==> src/rtl/seq_mul_pkg.sv <==
// Shared types and helpers for the sequential shift-add multiplier.
//   mul_state_t : FSM state encoding (IDLE -> CALC -> FIX -> IDLE)
//   MAX_WIDTH   : widest operand abs_w() can handle
//   abs_w()     : magnitude of a two's-complement value of arbitrary width
package seq_mul_pkg;

  typedef enum logic [1:0] {IDLE, CALC, FIX} mul_state_t;

  localparam int MAX_WIDTH = 64;

  // The value is treated as a width-bit two's-complement number held in the
  // low bits of a MAX_WIDTH container; the result is its magnitude, also in
  // the low width bits. The most negative value maps to 2^(width-1), which
  // still fits when the result is read back as unsigned.
  function automatic logic [MAX_WIDTH-1:0] abs_w(input logic [MAX_WIDTH-1:0] value,
                                                  input int width);
    logic [MAX_WIDTH-1:0] mask;
    logic [MAX_WIDTH-1:0] sign_bit;
    mask     = (width >= MAX_WIDTH) ? '1 : ((MAX_WIDTH'(1) << width) - MAX_WIDTH'(1));
    sign_bit = MAX_WIDTH'(1) << (width - 1);
    if ((value & sign_bit) != '0)
      abs_w = (~value + MAX_WIDTH'(1)) & mask;
    else
      abs_w = value & mask;
  endfunction

endpackage

==> src/rtl/mul_partial_step.sv <==
// One retirement step of the shift-add multiplier (purely combinational).
//   acc      in  accumulator, 2*WIDTH+BITS_PER_CYCLE bits
//   mcand    in  multiplicand magnitude, WIDTH bits
//   m        in  low BITS_PER_CYCLE bits of the multiplier register
//   acc_next out (acc + (m*mcand << WIDTH)) >> BITS_PER_CYCLE
module mul_partial_step #(
  parameter int WIDTH          = 16,
  parameter int BITS_PER_CYCLE = 1
) (
  input  logic [2*WIDTH+BITS_PER_CYCLE-1:0] acc,
  input  logic [WIDTH-1:0]                  mcand,
  input  logic [BITS_PER_CYCLE-1:0]         m,
  output logic [2*WIDTH+BITS_PER_CYCLE-1:0] acc_next
);

  localparam int PW = WIDTH + BITS_PER_CYCLE;

  logic [PW-1:0]                     partial;
  logic [2*WIDTH+BITS_PER_CYCLE-1:0] sum;

  // The partial product enters at the top of the accumulator; after the
  // right shift, earlier contributions line up at their true weights once
  // all multiplier bits are retired. The accumulator stays below 2^(2W)
  // between steps, so the sum cannot overflow 2W+K bits.
  assign partial  = PW'(m) * PW'(mcand);
  assign sum      = acc + {partial, {WIDTH{1'b0}}};
  assign acc_next = sum >> BITS_PER_CYCLE;

endmodule

==> src/rtl/seq_multiplier.sv <==
// Iterative shift-add multiplier, BITS_PER_CYCLE multiplier bits per cycle,
// unsigned or two's-complement operands selected per operation.
//   clk, rstn    clock and synchronous active-low reset
//   start        request, accepted only while ready
//   signed_mode  operand interpretation, sampled with start
//   abort        cancels an operation in CALC or FIX
//   a, b         multiplicand and multiplier, sampled with start
//   ready        high in IDLE
//   busy         high in CALC or FIX
//   done         one-cycle pulse when a new product is available
//   product      registered 2*WIDTH-bit result, held until the next done
module seq_multiplier
  import seq_mul_pkg::*;
#(
  parameter int WIDTH          = 16,
  parameter int BITS_PER_CYCLE = 1
) (
  input  logic                 clk,
  input  logic                 rstn,
  input  logic                 start,
  input  logic                 signed_mode,
  input  logic                 abort,
  input  logic [WIDTH-1:0]     a,
  input  logic [WIDTH-1:0]     b,
  output logic                 ready,
  output logic                 busy,
  output logic                 done,
  output logic [2*WIDTH-1:0]   product
);

  localparam int K     = BITS_PER_CYCLE;
  localparam int N     = WIDTH / K;
  localparam int CNT_W = $clog2(N + 1);
  localparam int ACC_W = 2 * WIDTH + K;

  mul_state_t       state;
  logic [CNT_W-1:0] cnt;
  logic [WIDTH-1:0] mcand;
  logic [WIDTH-1:0] mplier;
  logic [ACC_W-1:0] acc;
  logic [ACC_W-1:0] acc_step;
  logic             neg;
  logic [WIDTH-1:0] a_mag;
  logic [WIDTH-1:0] b_mag;

  // Signed operands are reduced to magnitudes up front so the datapath is
  // always unsigned; the sign is reapplied once in FIX.
  assign a_mag = signed_mode ? WIDTH'(abs_w(MAX_WIDTH'(a), WIDTH)) : a;
  assign b_mag = signed_mode ? WIDTH'(abs_w(MAX_WIDTH'(b), WIDTH)) : b;

  assign ready = (state == IDLE);
  assign busy  = (state == CALC) || (state == FIX);

  mul_partial_step #(
    .WIDTH          (WIDTH),
    .BITS_PER_CYCLE (K)
  ) u_step (
    .acc      (acc),
    .mcand    (mcand),
    .m        (mplier[K-1:0]),
    .acc_next (acc_step)
  );

  always_ff @(posedge clk) begin
    if (!rstn) begin
      state   <= IDLE;
      cnt     <= '0;
      mcand   <= '0;
      mplier  <= '0;
      acc     <= '0;
      neg     <= 1'b0;
      done    <= 1'b0;
      product <= '0;
    end else begin
      done <= 1'b0;
      unique case (state)
        IDLE: begin
          // start beats a simultaneous abort here since abort is only
          // meaningful once an operation is in flight
          if (start) begin
            mcand  <= a_mag;
            mplier <= b_mag;
            acc    <= '0;
            neg    <= signed_mode & (a[WIDTH-1] ^ b[WIDTH-1]);
            cnt    <= CNT_W'(N);
            state  <= CALC;
          end
        end
        CALC: begin
          if (abort) begin
            state <= IDLE;
          end else begin
            acc    <= acc_step;
            mplier <= mplier >> K;
            cnt    <= cnt - CNT_W'(1);
            if (cnt == CNT_W'(1))
              state <= FIX;
          end
        end
        FIX: begin
          if (!abort) begin
            product <= neg ? -acc[2*WIDTH-1:0] : acc[2*WIDTH-1:0];
            done    <= 1'b1;
          end
          state <= IDLE;
        end
        default: state <= IDLE;
      endcase
    end
  end

endmodule

==> config.mk <==
export PLATFORM = sky130hd
export DESIGN_NAME = seq_multiplier
export DESIGN_NICKNAME = d
export VERILOG_FILES = /design/src/rtl/seq_mul_pkg.sv /design/src/rtl/mul_partial_step.sv /design/src/rtl/seq_multiplier.sv
export SDC_FILE = /design/constraint.sdc
export NUM_CORES = 1
export LEC_CHECK = 0
export CAP_MARGIN = 10
export CORE_UTILIZATION = 40
export CTS_CLUSTER_DIAMETER = 120
export CTS_CLUSTER_SIZE = 25
export DETAILED_ROUTE_END_ITERATION = 8
export GPL_TIMING_DRIVEN = 0
export PLACE_DENSITY_LB_ADDON = 0.3
export RECOVER_POWER = 50
export SLEW_MARGIN = 20
export SYNTH_ARGS = -nofsm -noshare
export SYNTH_HDL_FRONTEND = slang
export SYNTH_SLANG_ARGS = --single-unit
==> constraint.sdc <==
create_clock -name clk -period 2.9 [get_ports clk]
set_input_delay 0.58 -clock clk [delete_from_list [all_inputs] [get_ports clk]]
set_output_delay 0.58 -clock clk [all_outputs]
set_load 0.005 [all_outputs]
### Yosys cells after proc, flatten, opt, wreduce, memory -nomap -nowiden

Index checks and enable logic that the tools add are counted.

| storage, ports and cells | value |
|---|---|
| bits in registers | 106 |
| memories | 0 |
| bits in writable memories | 0 |
| bits in latches | 0 |
| bits in read-only memories | 0 |
| input port bits | 37 |

| operators by class | value |
|---|---|
| shift operators | 0 |
| $add $sub $neg | 5 |
| div/mod/pow operators | 0 |
| reduce and logical (&&, ||, !) cells | 8 |
| multiplexer cells | 19 |
| bitwise gates (word level) | 5 |
| order comparisons | 0 |
| multipliers | 1 |
| eq/ne operators | 6 |

Operators with widths:

| operator | count |
|---|---|
| 16-bit two-way mux | 6 |
| 33-bit two-way mux | 2 |
| 33-bit one-hot mux with 2 select lines | 1 |
| 33-bit adder | 1 |
| 16-bit by 1-bit adder with 16-bit output (second input constant) | 2 |
| 32-bit two-way mux | 1 |
| 32-bit negator | 1 |
| 16-bit NOT | 2 |
| 16-bit one-hot mux with 2 select lines | 1 |
| 1-bit by 16-bit multiplier with 17-bit output | 1 |
| 5-bit two-way mux | 2 |
| 5-bit one-hot mux with 2 select lines | 1 |
| 2-bit AND reduction | 4 |
| 2-bit two-way mux | 3 |
| 5-bit by 1-bit == test with 1-bit output (second input constant) | 1 |
| 5-bit by 1-bit subtractor with 5-bit output (second input constant) | 1 |
| 2-bit != test (second input constant) | 2 |
| 2-bit one-hot mux with 2 select lines | 1 |
| 3-bit by 2-bit != test with 1-bit output (second input constant) | 1 |
| 3-bit AND reduction | 1 |
| 2-bit by 1-bit == test with 1-bit output (second input constant) | 1 |
| 2-bit == test (second input constant) | 1 |
| 2-bit zero test | 1 |
| 2-bit nonzero test | 1 |
| other kinds (5) | 5 |

### Longest topological paths before layout

Gate-level depths: netlist (run 1).

| depth | value |
|---|---|
| depth in word-level cells | 6 |
| gate-level depth with buffers | 11 |

### Cells and area by module

A second synthesis (run 1) with hierarchy kept.

| second synthesis, totals | value |
|---|---|
| cell total of the unflattened synthesis | 798 |
| area, all modules | 6341.1 um2 |

Modules (own cells, without submodules):

| module | cells an instance | times used | area each (um2) |
|---|---|---|---|
| seq_multiplier | 675 | 1 | 5385.2 |
| mul_partial_step | 123 | 1 | 955.9 |

### Worst setup path after synthesis (run 1)

No wires, ideal clock.

| timing path | value |
|---|---|
| path kind | register to register |
| start point | register mplier[0] |
| end point | register acc[27] |
| data arrival time | 2.369 ns |
| cell stages (with the launch flop) | 12 |
| data required time | 2.783 ns |
| clock period less this slack | 2.487 ns |
| setup time | 0.117 ns |
| path slack | 0.413 ns |
| cell sequence | dfxtp_1 clkbuf_1 and2_1 ha_1 inv_1 fa_1 nor2b_1 o211ai_1 a21oi_1 nor3b_1 o21ai_0 a32o_1 |

| on the way | value |
|---|---|
| word-level cells in the longest chain between the ends | 4 |

RTL lines:

| element | line | text |
|---|---|---|
| start: declaration | seq_multiplier.sv:39 | `logic [WIDTH-1:0] mplier;` |
| start signal: assignment | seq_multiplier.sv:82 | `mplier <= b_mag;` |
| start signal: assignment | seq_multiplier.sv:94 | `mplier <= mplier >> K;` |
| 1-bit by 16-bit multiplier with 17-bit output | mul_partial_step.sv:25 | `assign partial = PW'(m) * PW'(mcand);` |
| 33-bit adder | mul_partial_step.sv:26 | `assign sum = acc + {partial, {WIDTH{1'b0}}};` |
| 33-bit two-way mux | seq_multiplier.sv:90 | `if (abort) begin` |
| 33-bit one-hot mux with 2 select lines | seq_multiplier.sv:76 | `unique case (state)` |
| end signal: assignment | seq_multiplier.sv:93 | `acc <= acc_step;` |
| end: declaration | seq_multiplier.sv:40 | `logic [ACC_W-1:0] acc;` |

Every way passes these cells. The select of a mux whose other input is x is not followed.
A chain may end at the register's enable or synchronous reset.

### Worst setup path in the final report (run 1)

Same ends and word-level chain as after synthesis.

==> results of run 1 <==
-- how the worst max path moves through the flow --
stage / startpoint / end / cells after the start
2_1_floorplan: mplier[0] / acc[27] / 11
3_3_place_gp: mplier[0] / acc[27] / 11
3_5_place_dp: b[0] / mplier[10] / 8
4_1_cts: mplier[0] / acc[27] / 11
5_1_grt: mplier[0] / acc[27] / 11
6_report: mplier[0] / acc[27] / 11
-- cell families (layout without fill, tap and decap cells) --
family / after synthesis / after routing / share of synthesized area
AO/OA/AOI/OAI: 218 / 218 / 0.231
XOR/XNOR: 60 / 60 / 0.0874
adder cells (fa/ha/maj): 25 / 25 / 0.0533
buffers and inverters: 66 / 150 / 0.0412
flip-flops: 105 / 105 / 0.350
multiplexers: 9 / 9 / 0.0150
AND/OR/NAND/NOR: 277 / 277 / 0.223
-- placed cells by master, fill, tap and decap left out, drive strengths merged, types with 6 or more instances in the layout --
cell           count
nor3              12
o21ai             64
nand4              6
a211oi            24
dfxtp            105
nand3             12
a31oi              6
clkbuf            55
nor4               7
nor2              79
dlygate4sd3       39
nand2b             6
mux2i              9
or4               10
ha                24
inv               20
clkdlybuf4s50     31
or3                9
a21oi             52
nand2             91
nor2b              8
xnor2             23
and2              20
a22oi             18
xor2              37
o31ai             15
-- cell type report --
cell class,instances,area (um^2)
Timing Repair Buffer,70,701
Clock buffer,12,267
Fill cell,1414,7350
Multi-Input combinational cell,589,3680
Clock inverter,2,13.8
Buffer,46,174
Tap cell,184,230
Inverter,20,75.1
Sequential cell,105,2100
-- state kept, by name, indices dropped and copies added (netlist names) --
| signal | flops |
|---|---|
| state | 2 |
| done | 1 |
| acc | 32 |
| mcand | 16 |
| cnt | 5 |
| mplier | 16 |
| product | 32 |
| neg | 1 |
-- repair_timing --
action / 4_1_cts / 5_1_grt
resized for setup: 1 / 5
pin swaps: 0 / 1
setup endpoints to repair: 2 / 4
-- tightest hold or removal path: stages, from the launching register on --
cell,delay (ns)
dfxtp_1,0.32
nand2_1,0.04
o21ai_0,0.05
-- per-stage QoR --
stage                     setup TNS (ns)   util
after floorplan                        0      -
after global placement            -0.243  0.476
after detailed placement          -0.217  0.476
after CTS                              0  0.495
after global routing                   0  0.496
final                                  0  0.496
-- power by group through the flow --
stage | combinational (mW) | clock [mW] | sequential, mW
2_1_floorplan | 0.294 | 0 | 1.55
5_1_grt | 0.515 | 1.26 | 1.54
3_5_place_dp | 0.461 | 0 | 1.56
6_report | 0.460 | 1.18 | 1.53
3_3_place_gp | 0.458 | 0 | 1.56
4_1_cts | 0.463 | 1.19 | 1.53
-- metal layers --
layer	share of wire	routed length, um
met3	0.038	564
met2	0.45	6710
met5	0	0
met4	0.014	214
met1	0.50	7520
==> impl_metrics.tcl, run 1 <==
set metrics [dict create \
    p_leak_nw 2.78 \
    dp.cells 1014 \
    seqPwrFrac 0.483 \
    r2r-end "acc[27]" \
    die_area_um2 15500 \
    cts_inserted_buffers 9 \
    yosysTopAreaCell "dfxtp_1" \
    place_ws_ns -0.0480 \
    drt_iter0_markers 362 \
    rr_startpoint "mplier[0]" \
    dp_hpwl_um 11300 \
    synthArstFlopShare 0 \
    cpLargestDelayFamily "compound AO/OA/AOI/OAI gates" \
    p_per_area_nw_per_um2 438 \
    tritoncts "built" \
    synth_top_flop_cell "dfxtp_1" \
    setup_viol 0 \
    worstHoldPathCells 2 \
    synth.avg_cell_area_um2 7.91 \
    path_buf_inv 2 \
    top_usage_layer "met2" \
    status "finished clean" \
    min_to "product[14]" \
    p_switching_mw 0.849 \
    rsz0062_at_grt "false" \
    antenna_cells 0 \
    critPathMaxFanout 10 \
    reg2reg_setup_slack_ns 0.20 \
    via_per_inst 5.36 \
    drt_first_pass_iters 5 \
    cp.required_ns 3.14 \
    vias 5510 \
    intPower_mw 2.32 \
    peakVddDrop_v 0.000291 \
    antenna_found_initial 0 \
    route.antenna.remaining_nets 0 \
    period_share 0.931 \
    ys_types 57 \
    skew_ns 0.00777 \
    hp-class "flip-flop to flip-flop" \
    cts_buffer_depth 2 \
    yosysSeqAreaShare 0.350 \
    finalWorstSetupSlack_ns 0.200 \
    fp-row-count 44 \
    r2r_cells 11 \
    drive_gt1_frac 0.0320 \
    grt_util_all_layers 0.194 \
    drv_cap 0 \
    die_height_um 125 \
    overflow 0 \
    synth_edf_count 0 \
    drc 0 \
    worst_pin_slew_ns 0.977 \
    hold_buffers 0 \
    critPathSlowestCell "dfxtp_2" \
    cp_cell_sequence "clkbuf_2 -> and2_1 -> ha_1 -> inv_1 -> fa_1 -> nor2b_1 -> o211ai_1 -> a21oi_2 -> nor3b_2 -> o21ai_0 -> a32o_1" \
    met2_usage 0.303 \
    place.gp.congestion 0.905 \
    syn_nets 822 \
    grtUsageMet1 0.276 \
    whs_ns 0.451 \
    worstSkewPairLatency_ns 0.35 \
    worstPathArrival_ns 2.94 \
    hp-start "product[14]" \
    drt_wl_total_um 15000 \
    wire_per_inst_um 14.6 \
    fp.dieW_um 125 \
    power_frac_comb 0.145 \
    end_kind "flip-flop" \
    start_util 0.412 \
    cts_setup_buffers 0 \
    synth-seq-cells 105 \
    yosys-top-cells-count "105 x dfxtp_1, 91 x nand2_1, 79 x nor2_1, 60 x o21ai_0, 52 x a21oi_1" \
    yosys-top-cells-area "dfxtp_1 35%, nand2_1 5.7%, xor2_1 5.4%" \
    nets 903 \
    grt_max_degree 16 \
    synth_top_area_share 0.350 \
    final_cell_area_um2 7240 \
    finalPower_mw 3.17 \
    p_sw_frac 0.268 \
    slew_headroom 0.344 \
    cts.sinks 105 \
    htree_num_levels 3 \
    dpl_cell_area_um2 6940 \
    layout.cells.non_filler 1028 \
    clkPwrFrac 0.372 \
    worst_setup_path_start_kind "flip-flop" \
    io_buffers 70 \
    worst-setup-path-type "flip-flop to flip-flop" \
    grt_pass1_vias 4905 \
    syn2layout_area_growth_pct 20.4 \
    grt_pass1_wl_um 24600 \
    syn-cell-area_um2 6010 \
    fmax_mhz 370 \
    grtUsageMet3 0.0232 \
    critical-path-max-stage-delay_ns 0.40 \
    cts_root_buffer "clkbuf_16" \
    yosysWarningCount 0 \
    hold_violations 0 \
    design.core.area_um2 14600 \
    slew_viol_final 0 \
    fin_crit_ns 2.70 \
    synth_most_common_cell "dfxtp_1" \
    syn-instance-count 760 \
    clk_pin_slew_worst_paths_ns 0.07 \
    num_io_pins 72 \
]
(Power assumes the default switching activity.)
==> inputs of run 2 (changes only) <==
- GPL_TIMING_DRIVEN: 0 -> not set
- PLACE_DENSITY: not set -> 0.71
- PLACE_DENSITY_LB_ADDON: 0.3 -> not set
- SYNTH_HIERARCHICAL: not set -> 1
==> impl_metrics.tcl, run 2 <==
set metrics [dict create \
    status "finished clean" \
    p_per_area_nw_per_um2 472 \
    cts_root_buffer "clkbuf_16" \
    grt_max_degree 63 \
    overflow 0 \
    grt_util_all_layers 0.191 \
    layout_commonest_cell "dfxtp_1" \
    drc 0 \
    cts_setup_buffers 0 \
    cp.required_ns 3.19 \
    cts_buffer_depth 2 \
    finalWorstSetupSlack_ns 0.260 \
    worst-setup-path-type "flip-flop to flip-flop" \
    antenna_cells 0 \
    grt_pass1_vias 5108 \
    nets 895 \
    synthArstFlopShare 0 \
    start_util 0.414 \
    cts.sinks 106 \
    die_height_um 128 \
    tritoncts "built" \
    largest-register "acc" \
    yosysSeqAreaShare 0.335 \
    fmax_mhz 379 \
    fin_crit_ns 2.64 \
    dp.cells 1033 \
    drive_gt1_frac 0.0573 \
    syn-cell-area_um2 6340 \
    ys_types 63 \
    yosys-top-cells-count "106 x dfxtp_1, 95 x nand2_1, 75 x a21oi_1, 57 x nand3_1, 53 x nor2_1" \
    syn-instance-count 798 \
    dp_hpwl_um 10900 \
    worst_pin_slew_ns 1.18 \
    yosys-top-cells-area "dfxtp_1 33%, a21oi_1 5.9%, nand2_1 5.6%" \
    die_area_um2 16400 \
    rsz0062_at_grt "false" \
    drt_iter0_markers 417 \
    io_buffers 71 \
    top_regs "acc x33, product x32" \
    synth_top_flop_cell "dfxtp_1" \
    antenna_found_initial 0 \
    drt_first_pass_iters 8 \
    final_cell_mix "106 x dfxtp_1, 95 x nand2_1, 74 x a21oi_1" \
    drv_cap 0 \
    via_per_inst 5.40 \
    place_ws_ns 0.248 \
    synth_most_common_cell "dfxtp_1" \
    end_kind "flip-flop" \
    critPathMaxFanout 12 \
    route.antenna.remaining_nets 0 \
    yosysTopAreaCell "dfxtp_1" \
    largest_reg_flops 33 \
    cts_resized 0 \
    synth_top_area_share 0.335 \
    synth-seq-cells 106 \
    design.core.area_um2 15300 \
    synth.avg_cell_area_um2 7.95 \
    period_share 0.910 \
    vias 5662 \
    worst_setup_path_start_kind "flip-flop" \
    slew_headroom 0.215 \
    setup_viol 0 \
    p_leak_nw 2.86 \
    peakVddDrop_v 0.000315 \
    syn2layout_area_growth_pct 17.6 \
    worstPathArrival_ns 2.93 \
    wire_per_inst_um 14.2 \
    yosysWarningCount 6 \
    grt_pass1_wl_um 25400 \
    htree_num_levels 3 \
    skew_ns 0.00717 \
    syn_nets 860 \
    hp-class "flip-flop to flip-flop" \
    slew_viol_final 0 \
    clk_pin_slew_worst_paths_ns 0.07 \
    drt_wl_total_um 14900 \
    hold_violations 0 \
    place.gp.congestion 0.868 \
    num_io_pins 72 \
    fp.dieW_um 128 \
    synth_edf_count 0 \
    worstSkewPairLatency_ns 0.36 \
    fp-row-count 45 \
    cts_inserted_buffers 9 \
    finalSetupTns_ns 0 \
    hold_buffers 0 \
    layout.cells.non_filler 1049 \
]
-- run 2: changes by cell type after synthesis, sizes merged, moves of 8 or more --
cell,previous run,this run
nand3,12,57
nor2,79,53
a21oi,52,75
a22oi,18,0
buf,8,24
o21ai,64,52
a211oi,24,16
a31oi,6,14
-- run 2: power breakdown --
group	switching (mW)	internal, mW	leakage, nW
registers	0.0509	1.54	0.862
clock network	0.560	0.713	0.151
logic	0.393	0.263	1.85
-- run 2: cell families after synthesis --
kind of cell,count (synthesis),synth area share
AND/OR/NAND/NOR,284,0.214
AO/OA/AOI/OAI,223,0.235
flip-flops,106,0.335
buffers and inverters,86,0.0618
XOR/XNOR,64,0.0884
adder cells (fa/ha/maj),25,0.0505
multiplexers,9,0.0142
other,1,0.000591
-- run 2: cell type report --
cell class / count / area [um^2]
Inverter: 21 / 78.8
Tap cell: 211 / 264
Clock inverter: 5 / 52.6
Sequential cell: 106 / 2120
Fill cell: 1549 / 7860
Multi-Input combinational cell: 606 / 3840
Clock buffer: 11 / 253
Timing Repair Buffer: 89 / 847
-- run 2: per-layer routing --
metal	routed length, um	GRT usage	vias up
met5	0	0	-
met4	167	0.0540	0
met3	658	0.0334	13
met2	6780	0.305	150
met1	7340	0.265	2583
li1	-	-	2916
-- run 2: worst max-delay path, stage by stage, from the launching register on --
cell and delay (ns):
dfxtp_1 0.38, and2_1 0.20, ha_1 0.23, fa_1 0.43, a211oi_1 0.30, o211a_1 0.26
o31ai_4 0.11, a31o_2 0.26, xor2_1 0.13, nand3_1 0.09, a21oi_1 0.18
-- run 2: path summary, 6_finish.rpt --
kind | slack [ns] | depth (start not counted) | startpoint | to
setup / recovery | 0.26 | 10 | mplier[0] | acc[29]
setup reg to reg | 0.26 | 10 | mplier[0] | acc[29]
hold reg to reg | 0.45 | 2 | product[22] | product[22]
hold / removal | 0.45 | 2 | product[22] | product[22]
-- run 2: stage by stage --
| stage | cell area, um^2 | power, mW | hold slack, ns | util |
|---|---|---|---|---|
| after floorplan | 6340 | 2.05 | 0.427 | - |
| after global placement | 7190 | 2.30 | 0.436 | 0.470 |
| after detailed placement | 7190 | 2.30 | 0.444 | 0.470 |
| after CTS | 7500 | 3.56 | 0.454 | 0.490 |
| after global routing | 7460 | 3.67 | 0.477 | 0.487 |
| final | 7460 | 3.52 | 0.445 | 0.487 |
